<file path="config.mk">
export PLATFORM = sky130hd
export DESIGN_NAME = ifetch_unit
export DESIGN_NICKNAME = d
export VERILOG_FILES = /design/src/rtl/ifetch_pkg.sv /design/src/rtl/ifetch_unit_fifo.sv /design/src/rtl/ifetch_unit.sv
export SDC_FILE = /design/constraint.sdc
export NUM_CORES = 1
export LEC_CHECK = 0
export BUFFER_PORTS_ARGS = -buffer_cell sky130_fd_sc_hd__buf_2
export CAP_MARGIN = 10
export CORE_MARGIN = 2
export CORE_UTILIZATION = 45
export CTS_CLUSTER_DIAMETER = 200
export CTS_CLUSTER_SIZE = 16
export DETAILED_ROUTE_END_ITERATION = 6
export GPL_TIMING_DRIVEN = 0
export SYNTH_ARGS = -nofsm -noshare
export SYNTH_HDL_FRONTEND = slang
export SYNTH_SLANG_ARGS = --single-unit
</file>
<file path="constraint.sdc">
create_clock -name clk_i -period 3.3 [get_ports clk_i]
set_input_delay 0.495 -clock clk_i [delete_from_list [all_inputs] [get_ports clk_i]]
set_output_delay 0.495 -clock clk_i [all_outputs]
set_load 0.02 [all_outputs]
</file>
<file path="src/rtl/ifetch_pkg.sv">
// ifetch_pkg: shared widths, queue depth and fetch-state encoding for the fetch front end
package ifetch_pkg;
  localparam int IF_DATAWIDTH = 16;
  localparam int IF_IMMWIDTH = 16;
  localparam int IF_DEPTH = 4;
  localparam int IF_CNTW = 3;
  typedef enum logic {RUN, DRAIN} state_e;
endpackage

</file>
<file path="src/rtl/ifetch_unit_fifo.sv">
// fetch_fifo: registered circular queue with clear; head is visible the cycle after its push
module fetch_fifo #(
  parameter int W = 16,
  parameter int DEPTH = 4,
  parameter int CNTW = 3
) (
  input  logic            clk_i,
  input  logic            rst_ni,
  input  logic            clear_i,
  input  logic            push_i,
  input  logic [W-1:0]    data_i,
  input  logic            pop_i,
  output logic [W-1:0]    data_o,
  output logic [CNTW-1:0] count_o,
  output logic            full_o,
  output logic            empty_o
);
  localparam int AW = (DEPTH > 1) ? $clog2(DEPTH) : 1;
  logic [W-1:0] mem_q [DEPTH];
  logic [AW-1:0] rd_q, wr_q, rd_d, wr_d;
  logic [CNTW-1:0] cnt_q, cnt_d;
  logic do_push, do_pop;
  function automatic logic [AW-1:0] inc(input logic [AW-1:0] p);
    return (p == AW'(DEPTH - 1)) ? '0 : p + 1'b1;
  endfunction
  assign empty_o = cnt_q == '0;
  assign full_o = cnt_q == CNTW'(DEPTH);
  assign do_pop = pop_i & !empty_o;
  assign do_push = push_i & (!full_o | do_pop);
  assign rd_d = do_pop ? inc(rd_q) : rd_q;
  assign wr_d = do_push ? inc(wr_q) : wr_q;
  assign cnt_d = cnt_q + CNTW'(do_push) - CNTW'(do_pop);
  assign data_o = empty_o ? '0 : mem_q[rd_q];
  assign count_o = cnt_q;
  // pointers and occupancy; clear and reset both empty the queue
  always_ff @(posedge clk_i) begin
    if (!rst_ni || clear_i) begin
      rd_q <= '0;
      wr_q <= '0;
      cnt_q <= '0;
    end else begin
      rd_q <= rd_d;
      wr_q <= wr_d;
      cnt_q <= cnt_d;
    end
  end
  // storage write; contents need no reset since empty masks the head
  always_ff @(posedge clk_i) begin
    if (do_push && !clear_i) mem_q[wr_q] <= data_i;
  end
endmodule

</file>
<file path="src/rtl/ifetch_unit.sv">
// ifetch_unit: credit-limited instruction fetch with in-order response queue and stale-response drop
module ifetch_unit import ifetch_pkg::*; #(
  parameter int DATAWIDTH = IF_DATAWIDTH,
  parameter int DEPTH = IF_DEPTH,
  parameter int CNTW = IF_CNTW
) (
  input  logic                 clk_i,
  input  logic                 rst_ni,
  input  logic [DATAWIDTH-1:0] pc_i,
  input  logic                 flush_i,
  output logic                 pc_en_o,
  output logic                 mem_req_o,
  output logic [DATAWIDTH-1:0] mem_addr_o,
  input  logic                 mem_gnt_i,
  input  logic                 mem_rvalid_i,
  input  logic [DATAWIDTH-1:0] mem_rdata_i,
  output logic                 inst_valid_o,
  output logic [DATAWIDTH-1:0] inst_o,
  output logic [DATAWIDTH-1:0] inst_pc_o,
  input  logic                 inst_ready_i
);
  logic [DATAWIDTH-1:0] head_addr;
  logic [2*DATAWIDTH-1:0] head_entry;
  logic [CNTW-1:0] outstanding, inst_cnt, occupancy, drop_q, drop_d;
  logic addr_full, addr_empty, inst_full, inst_empty;
  logic issue, resp, keep, pop;
  state_e state_q;
  // the address queue holds exactly the in-flight requests, so its depth is the outstanding count
  assign occupancy = outstanding + inst_cnt;
  assign mem_req_o = rst_ni & !flush_i & !addr_full & !inst_full & (occupancy < CNTW'(DEPTH));
  assign issue = mem_req_o & mem_gnt_i;
  assign pc_en_o = rst_ni & (flush_i | issue);
  assign mem_addr_o = pc_i;
  assign resp = mem_rvalid_i & !addr_empty;
  assign keep = resp & (state_q == RUN) & !flush_i;
  assign pop = inst_valid_o & inst_ready_i;
  assign inst_valid_o = !inst_empty;
  assign {inst_o, inst_pc_o} = head_entry;
  assign drop_d = flush_i ? outstanding - CNTW'(resp) : drop_q - CNTW'(resp & (state_q == DRAIN));
  fetch_fifo #(.W(DATAWIDTH), .DEPTH(DEPTH), .CNTW(CNTW)) u_addr_q (
    .clk_i(clk_i), .rst_ni(rst_ni), .clear_i(1'b0), .push_i(issue), .data_i(pc_i),
    .pop_i(resp), .data_o(head_addr), .count_o(outstanding), .full_o(addr_full), .empty_o(addr_empty)
  );
  fetch_fifo #(.W(2*DATAWIDTH), .DEPTH(DEPTH), .CNTW(CNTW)) u_inst_q (
    .clk_i(clk_i), .rst_ni(rst_ni), .clear_i(flush_i), .push_i(keep), .data_i({mem_rdata_i, head_addr}),
    .pop_i(pop), .data_o(head_entry), .count_o(inst_cnt), .full_o(inst_full), .empty_o(inst_empty)
  );
  // stale-response counter and RUN/DRAIN state, which is DRAIN exactly while drops remain
  always_ff @(posedge clk_i) begin
    if (!rst_ni) begin
      drop_q <= '0;
      state_q <= RUN;
    end else begin
      drop_q <= drop_d;
      state_q <= (drop_d != '0) ? DRAIN : RUN;
    end
  end
endmodule
</file>
==> impl_metrics.toml, run 1 <==
[run_status]
run_status = "finished, final reports clean"

[sta]
max_slew_margin_pct = 40.48
finalHoldViolations = 0
finalSetupViolCount = 0
rsz0062_at_grt = "no"
fin_crit_ns = 2.968
min_period_over_period_pct = 89.94
tightest_slew_ns = 0.8929
fmax_mhz = 336.9
fin_worst_skew_ns = 0.01517
setup_ws_ns = 0.3319
fin_tns_setup_ns = 0
maxSlewViolCount = 0

[layout]
fillers = 1550
seq_area_sq_um = 6206
multi_input_area_sq_um = 2153
nets = 623
final_area_sq_um = 9916
drive_gt1_share_pct = 33.63
syn_to_final_growth_pct = 14.84
diodes = 0

[clocking]
cts_hold_buf = 0
clk_latency_ns = 0.48
cts_buffers = 17
cts_resized = 0
htreeDepth = 1
cts_root_buf = "clkbuf_16"
cts.reportedPaths.clkPinSlew_ns = 0.07
cts_sinks = 214
post_cts_buffers = 0
clockBufferDepth = 3
cts_tree = "built"

[die]
row_count = 50
die_h_um = 142.5
die-width_um = 142.5
ios = 89
initial_core_util_pct = 46.01
core_area_sq_um = 18770
fp.dieArea_sq_um = 20310

[synth]
ys_types = 36
synth_seq_cells = 214
synthMuxAreaShare_pct = 13.33
ys_seq_area_share_pct = 71.87
synth_top_family_by_area = "multiplexers"
synth_area_sq_um = 8635
synth_nets = 513
synth_compound_area_share_pct = 1.072
synth-edff-count = 192
avgSynthCellArea_sq_um = 19.02
synthXorXnorAreaFrac_pct = 0.6086
synth_ff_type = "edfxtp_1"
synth_warnings = 0
synthAdderAreaFrac_pct = 3.217
async_flop_share_pct = 0
synthSimpleGateAreaFrac_pct = 6.651
synth_cells = 454

[job]
maxCapViolations = 0

[min_path]
holdPathStages = 1
min_delay_worst_endpoint = "u_inst_q.mem_q[0][20]$_DFFE_PP_"
hold_path_class = "in2reg"
min_from = "mem_rdata_i[4]"

[setup_path]
r2r_slack_ns = 0.43
cp_max_fo = 8
cp.arrival_ns = 2.47
endpoint_kind = "output port"
worstPathRequired_ns = 2.80
path_class = "reg2out"
r2r_end = "u_addr_q.mem_q[2][11]$_DFFE_PP_"
r2r_cells = 5
startpoint_type = "flip-flop"
timing.rr.start = "u_addr_q.count_o[1]$_SDFF_PN0_"

[placed_design]
gp_congestion = 0.6584
port_buffers = 87
dp_hpwl_um = 9687
placed_area_sq_um = 9455
detailedPlace.worstSlack_ns = 0.3670

[detailed_routing]
first_pass_iters = 4
drt_wl_total_um = 15060
drt_iter0_drc = 173
remaining_drc_errors = 0
via_per_inst = 5.206
wire_per_inst_um = 18.78
drtAntennaViolNets = 0
vias = 4175

[power_and_ir_drop]
p_leak_nw = 3.489
peakVddDrop_mv = 0.2919
power-per-cell-area_nw_per_um2 = 611.9

[global_route]
grt_start_max_net_pins = 27
grt_pass1_vias = 4356
gr-total-overflow = 0
grt_usage_pct = 15.20
grt_pass1_wl_um = 23540
antenna_found_initial = 0
## worst max-delay path: stages, from the launching register on
cell and delay [ns]:
dfxtp_1 0.51, ha_1 0.31, a311o_1 0.37, a31o_1 0.26, a21oi_4 0.28, a21o_1 0.11
buf_2 0.15
## placed cells by master (no fill, tap or decap), types with 17 or more instances in the layout
cell       instances
nor2b_1           19
dfxtp_1           22
inv_1             18
buf_4             20
buf_2             91
edfxtp_1         192
mux4_2            48
ha_1              19
clkbuf_16         17
and2_1            43
## through the flow
| step | util, % | power (W) | hold slack, ns | std cells |
|---|---|---|---|---|
| after floorplan | - | 0.004009 | 0.4509 | 454 |
| after global placement | 49.89 | 0.004285 | 0.4673 | 775 |
| after detailed placement | 50.38 | 0.004342 | 0.4907 | 779 |
| after CTS | 52.83 | 0.006165 | 0.2099 | 802 |
| after global routing | 52.83 | 0.006354 | 0.2210 | 802 |
| final | 52.83 | 0.006068 | 0.2356 | 802 |
## Yosys cell counts (all sizes together) (2+ instances only)
library cell / count / area share [%]
buf: 28 / 2.1
nor2b: 19 / 1.4
fa: 2 / 0.46
or3: 3 / 0.22
nor3: 2 / 0.12
dfxtp: 22 / 5.1
inv: 18 / 0.78
nand3: 2 / 0.12
nand2: 10 / 0.43
clkbuf: 7 / 0.32
xnor2: 5 / 0.51
edfxtp: 192 / 67
ha: 19 / 2.8
and2: 47 / 3.4
mux2i: 7 / 0.81
mux4: 48 / 13
a21oi: 4 / 0.36
nor2: 5 / 0.22
## kinds of logic (layout without fill, tap and decap cells)
logic type,after synthesis,count (layout)
flops,214,214
simple gates,94,94
mux,55,55
buf+inv,53,167
fa+ha+maj,21,21
compound gates,11,11
xor+xnor,6,6
## worst max-delay path by stage
stage / cells after the start / startpoint / endpoint
floorplan: 9 / u_addr_q.count_o[1]$_SDFF_PN0_ / u_addr_q.count_o[2]$_SDFF_PN0_
global placement: 4 / mem_rvalid_i / u_inst_q.mem_q[0][13]$_DFFE_PP_
detailed placement: 5 / u_addr_q.count_o[1]$_SDFF_PN0_ / u_addr_q.mem_q[0][7]$_DFFE_PP_
CTS: 6 / u_addr_q.count_o[1]$_SDFF_PN0_ / pc_en_o
global route: 6 / u_addr_q.count_o[1]$_SDFF_PN0_ / pc_en_o
finish: 6 / u_addr_q.count_o[1]$_SDFF_PN0_ / pc_en_o
## routing by layer
metal | GRT usage, % | vias to the layer above | wire (um)
li1 | - | 1929 | -
met2 | 26.62 | 106 | 7527
met1 | 19.68 | 2124 | 6601
met5 | 0 | - | 0
met4 | 3.960 | 0 | 233
met3 | 2.759 | 16 | 700
## power breakdown
part | switching [W] | total, W | internal, W
Combinational | 0.000580 | 0.00101 | 0.000431
Clock | 0.000869 | 0.00182 | 0.000947
Sequential | 0.0000569 | 0.00324 | 0.00318
## flip-flops by register name, indices dropped and copies added (netlist names), named ones only
signal / flops
drop_q: 3
state_q: 1
u_addr_q.count_o: 3
u_addr_q.mem_q: 64
u_addr_q.rd_q: 2
u_addr_q.wr_q: 2
u_inst_q.count_o: 3
u_inst_q.mem_q: 128
u_inst_q.rd_q: 2
u_inst_q.wr_q: 2
## layout make-up
cell class | instances | area share, %
sequential | 214 | 62.59
multi-input combinational | 187 | 21.72
timing repair buffer | 91 | 5.274
clock buffer | 21 | 4.442
tap | 234 | 2.953
buffer | 35 | 2.145
inverter | 18 | 0.6814
clock inverter | 2 | 0.2019
(Power assumes the default switching activity.)
==> inputs of run 2 (changes only) <==
==> constraint.sdc (replaced) <==
create_clock -name clk_i -period 3.3 [get_ports clk_i]
set_input_delay 0.99 -clock clk_i [delete_from_list [all_inputs] [get_ports clk_i]]
set_output_delay 0.99 -clock clk_i [all_outputs]
set_load 0.02 [all_outputs]
==> run 2 against run 1 <==
  * Non-clock buffer count is the same
  * Hold slack better by 0.27 ns
  * Sequential share of layout area is 0.085 points lower
  * Critical endpoint unchanged
  * Largest power group unchanged
  * Highest routed layer unchanged
==> impl_metrics.toml, run 2 (same netlist as run 1, synthesis figures left out) <==
[detailed_routing]
drtAntennaViolNets = 0
via_per_inst = 5.216
first_pass_iters = 4
drt_wl_total_um = 15030
remaining_drc_errors = 0
wire_per_inst_um = 18.74
drt_iter0_drc = 179
vias = 4183

[placed_design]
gp_congestion = 0.6584
port_buffers = 87
dp_hpwl_um = 9687
placed_area_sq_um = 9455

[setup_path]
cp_max_fo = 7
startpoint_type = "flip-flop"
endpoint_kind = "output port"
crit_start = "u_addr_q.count_o[1]$_SDFF_PN0_"
path_class = "reg2out"
cp.arrival_ns = 2.19
worstPathRequired_ns = 2.31
timing.rr.start = "u_addr_q.count_o[1]$_SDFF_PN0_"

[die]
fp.dieArea_sq_um = 20310
core_area_sq_um = 18770
die_h_um = 142.5
ios = 89
initial_core_util_pct = 46.01
die-width_um = 142.5
row_count = 50

[clocking]
cts_tree = "built"
cts_hold_buf = 0
clk_latency_ns = 0.48
clockBufferDepth = 3
cts_sinks = 214
htreeDepth = 1
cts_buffers = 17
cts.reportedPaths.clkPinSlew_ns = 0.07
cts_root_buf = "clkbuf_16"

[power_and_ir_drop]
peakVddDrop_mv = 0.2907
p_leak_nw = 3.506
power-per-cell-area_nw_per_um2 = 611.0

[sta]
finalSetupViolCount = 0
fin_worst_skew_ns = 0.01758
finalHoldViolations = 0
rsz0062_at_grt = "no"
fin_crit_ns = 3.182
tightest_slew_ns = 0.8926
maxSlewViolCount = 0
min_period_over_period_pct = 96.43
max_slew_margin_pct = 40.49
fmax_mhz = 314.2
fin_tns_setup_ns = 0
hold_ws_ns = 0.5030

[layout]
largestRegisters = "u_inst_q.mem_q x128, u_addr_q.mem_q x64"
final_area_sq_um = 9933
layout_common_cells = "edfxtp_1 (192), buf_2 (91), mux4_2 (48), and2_1 (43), dfxtp_1 (20)"
diodes = 0
nets = 623
largest_reg_flops = 128
drive_gt1_share_pct = 34.68
syn_to_final_growth_pct = 15.04
largest_register = "u_inst_q.mem_q"
final_common_cell = "edfxtp_1"

[global_route]
grt_start_max_net_pins = 27
grt_usage_pct = 15.22
antenna_found_initial = 0
grt_pass1_wl_um = 23580
grt_pass1_vias = 4368
gr-total-overflow = 0

[min_path]
hold_path_class = "reg2reg"
min_from = "u_addr_q.rd_q[1]$_SDFFE_PN0P_"

[job]
maxCapViolations = 0

[run_status]
run_status = "finished, final reports clean"
==> run 2: what timing repair did <==
item / CTS / global route
pin swaps: 1 / 0
gates resized for setup: 1 / 6
endpoints found under the hold margin: 0 / 0
setup buffers: 1 / 0
setup endpoints to repair: 1 / 31
==> run 2: final cells by class <==
class                           count  area [sq um]
Buffer                             34         220.2
Clock buffer                       21         440.4
Clock inverter                      2         20.02
Fill cell                        1550          8835
Inverter                           18         67.56
Multi-Input combinational cell    187          2153
Sequential cell                   214          6208
Tap cell                          234         292.8
Timing Repair Buffer               92         530.5
==> run 2: stage by stage <==
stage | worst slack, ns | total power [W] | utilization (%) | cells
6_report | 0.1177 | 0.006070 | 52.93 | 802
5_1_grt | 0.02147 | 0.006356 | 52.93 | 802
4_1_cts | 0.005514 | 0.006168 | 52.88 | 803
3_5_place_dp | 0.2228 | 0.004342 | 50.38 | 779
3_3_place_gp | -0.2818 | 0.004285 | 49.89 | 775
2_1_floorplan | 0.4349 | 0.004009 | - | 454
==> run 2: metal layers <==
layer	vias up	part of all wire (%)	GRT usage [%]
met5	-	0	0
met4	0	1.6	3.960
met3	16	4.0	2.759
met2	92	50	26.72
met1	2145	44	19.66
li1	1930	-	-
==> run 2: worst paths after layout <==
path / cells after the start / endpoint / slack (ns)
max: 6 / pc_en_o / 0.12
min: 2 / u_addr_q.rd_q[1]$_SDFFE_PN0P_ / 0.50
min reg2reg: 2 / u_addr_q.rd_q[1]$_SDFFE_PN0P_ / 0.50
max reg2reg: 6 / u_addr_q.mem_q[2][2]$_DFFE_PP_ / 0.56
==> run 2: worst max-delay path: stages (launching register included) <==
cell and delay, ns:
dfxtp_2 0.43, ha_1 0.27, a311o_1 0.37, a31o_1 0.26
a21oi_4 0.14, a21o_1 0.09, buf_2 0.15
==> run 2: where the power goes <==
part	internal, W	switching (W)
Clock	0.000947	0.000866
Sequential	0.00318	0.0000587
Combinational	0.000433	0.000580
==> inputs of run 3 (changes only) <==
--- a/config.mk
+++ b/config.mk
@@ -9,6 +9,7 @@
 export CAP_MARGIN = 10
 export CORE_MARGIN = 2
 export CORE_UTILIZATION = 45
+export CTS_BUF_LIST = sky130_fd_sc_hd__clkbuf_4 sky130_fd_sc_hd__clkbuf_8
 export CTS_CLUSTER_DIAMETER = 200
 export CTS_CLUSTER_SIZE = 16
 export DETAILED_ROUTE_END_ITERATION = 6
==> run 3 against run 2 <==
  * Hold slack gained 0.00091 ns
  * Clock skew grew 0.0097 ns
  * Die area is the same
  * Global-route usage shrank 0.17 points
  * Sequential power is essentially flat
  * Design area shrank 1.7%
==> impl_metrics.toml, run 3 (same netlist as run 1, synthesis figures left out) <==
[power_and_ir_drop]
power.internal_w = 0.004151
power-per-cell-area_nw_per_um2 = 573.5
p_switching_w = 0.001447
pwr-share-seq_pct = 57.8
switching_share_pct = 25.84
p_leak_nw = 3.433
clkPwrFrac_pct = 23.9
peakVddDrop_mv = 0.2495
combPwrFrac_pct = 18.3

[layout]
largest_register = "u_inst_q.mem_q"
syn_to_final_growth_pct = 13.06
drive_gt1_share_pct = 35.50
finalNonFillerCells = 803
layout_common_cells = "edfxtp_1 (192), buf_2 (91), mux4_2 (48), and2_1 (43), buf_4 (21)"
largestRegisters = "u_inst_q.mem_q x128, u_addr_q.mem_q x64"
largest_reg_flops = 128
final_area_sq_um = 9762
final_common_cell = "edfxtp_1"
diodes = 0
nets = 624

[die]
die_h_um = 142.5
initial_core_util_pct = 46.01
core_area_sq_um = 18770
ios = 89
fp.dieArea_sq_um = 20310
row_count = 50
die-width_um = 142.5

[placed_design]
detailedPlace.worstSlack_ns = 0.2228
port_buffers = 87
place_inst = 779
gp_congestion = 0.6584
placed_area_sq_um = 9455
dp_hpwl_um = 9687

[sta]
maxSlewViolCount = 0
fin_worst_skew_ns = 0.02723
rsz0062_at_grt = "no"
max_slew_margin_pct = 41.68
fmax_mhz = 317.1
finalSetupViolCount = 0
tightest_slew_ns = 0.8748
setup_ws_ns = 0.1468
hold_ws_ns = 0.5039
finalHoldViolations = 0
min_period_over_period_pct = 95.55
fin_crit_ns = 3.153

[setup_path]
cp_max_fo = 10
path_class = "reg2out"
startpoint_type = "flip-flop"
cp_cell_sequence = "buf_4 -> mux4_2 -> and2_1 -> buf_2"
slowest_delay_ns = 0.51
cp.arrival_ns = 2.16
endpoint_kind = "output port"
crit_path_top_delay_cell = "mux4_2"
worstPathRequired_ns = 2.31

[global_route]
grt_start_max_net_pins = 27
gr-total-overflow = 0
grt_pass1_vias = 4359
grt_usage_pct = 15.05
antenna_found_initial = 0
grt_pass1_wl_um = 23400

[detailed_routing]
drt_wl_total_um = 14900
drt_iter0_drc = 217
first_pass_iters = 4
remaining_drc_errors = 0
wire_per_inst_um = 18.56
drtAntennaViolNets = 0
via_per_inst = 5.183
vias = 4162

[clocking]
clk_latency_ns = 0.51
cts_root_buf = "clkbuf_8"
cts_sinks = 214
clockBufferDepth = 3
cts.reportedPaths.clkPinSlew_ns = 0.10
htreeDepth = 1
cts_buffers = 17
cts_tree = "built"

[min_path]
hold_path_class = "reg2reg"

[run_status]
run_status = "finished, final reports clean"

[job]
maxCapViolations = 0
## run 3: path summary, 6_finish.rpt
check / start / slack [ns] / cells after the start / endpoint
setup reg to reg: u_addr_q.count_o[1]$_SDFF_PN0_ / 0.63 / 6 / u_addr_q.mem_q[2][2]$_DFFE_PP_
hold reg to reg: u_addr_q.rd_q[1]$_SDFFE_PN0P_ / 0.50 / 2 / u_addr_q.rd_q[1]$_SDFFE_PN0P_
setup / recovery: flip-flop / 0.15 / 4 / inst_pc_o[3]
hold / removal: u_addr_q.rd_q[1]$_SDFFE_PN0P_ / 0.50 / 2 / u_addr_q.rd_q[1]$_SDFFE_PN0P_
## run 3: stage by stage
step | setup TNS [ns] | total power (W) | utilization, %
final | 0 | 0.005598 | 52.01
after global routing | 0 | 0.005888 | 52.01
after CTS | -0.2977 | 0.005684 | 51.94
after detailed placement | 0 | 0.004342 | 50.38
after global placement | -33.52 | 0.004285 | 49.89
after floorplan | 0 | 0.004009 | -
## run 3: timing repair
action,CTS,global route
setup endpoints to repair,23,31
hold endpoints to repair,0,0
hold buffers,0,0
pin swaps,1,1
resized for setup,2,5
buffers inserted,1,1
## run 3: power by group through the flow
stage / logic (W) / registers [W] / clock network (W)
6_report: 0.00102 / 0.00323 / 0.00134
5_1_grt: 0.00115 / 0.00325 / 0.00149
4_1_cts: 0.00104 / 0.00324 / 0.00140
3_5_place_dp: 0.00104 / 0.00330 / 0
3_3_place_gp: 0.000986 / 0.00330 / 0
2_1_floorplan: 0.000724 / 0.00328 / 0
## run 3: worst max-delay path, delay by kind of cell (launching register included)
family        cells  cell delay [ns]
buf+inv           2             0.46
flops             1             0.49
mux               1             0.51
simple gates      1             0.19
## run 3: area by class of cell
class | instances | area [sq um]
inverter | 18 | 67.56
fill | 1556 | 9006
clock buffer | 21 | 264.0
buffer | 34 | 216.5
clock inverter | 2 | 18.77
multi-input combinational | 187 | 2153
sequential | 214 | 6211
tap | 234 | 292.8
timing repair buffer | 93 | 538.0
## run 3: per-layer routing
layer / share of wire [%] / global-route usage, % / wire, um / vias to the layer above
met4: 1.3 / 3.387 / 197 / 0
met1: 44 / 19.67 / 6602 / 2117
li1: - / - / - / 1929
met2: 50 / 26.52 / 7395 / 96
met5: 0 / 0 / 0 / -
met3: 4.8 / 2.591 / 709 / 20
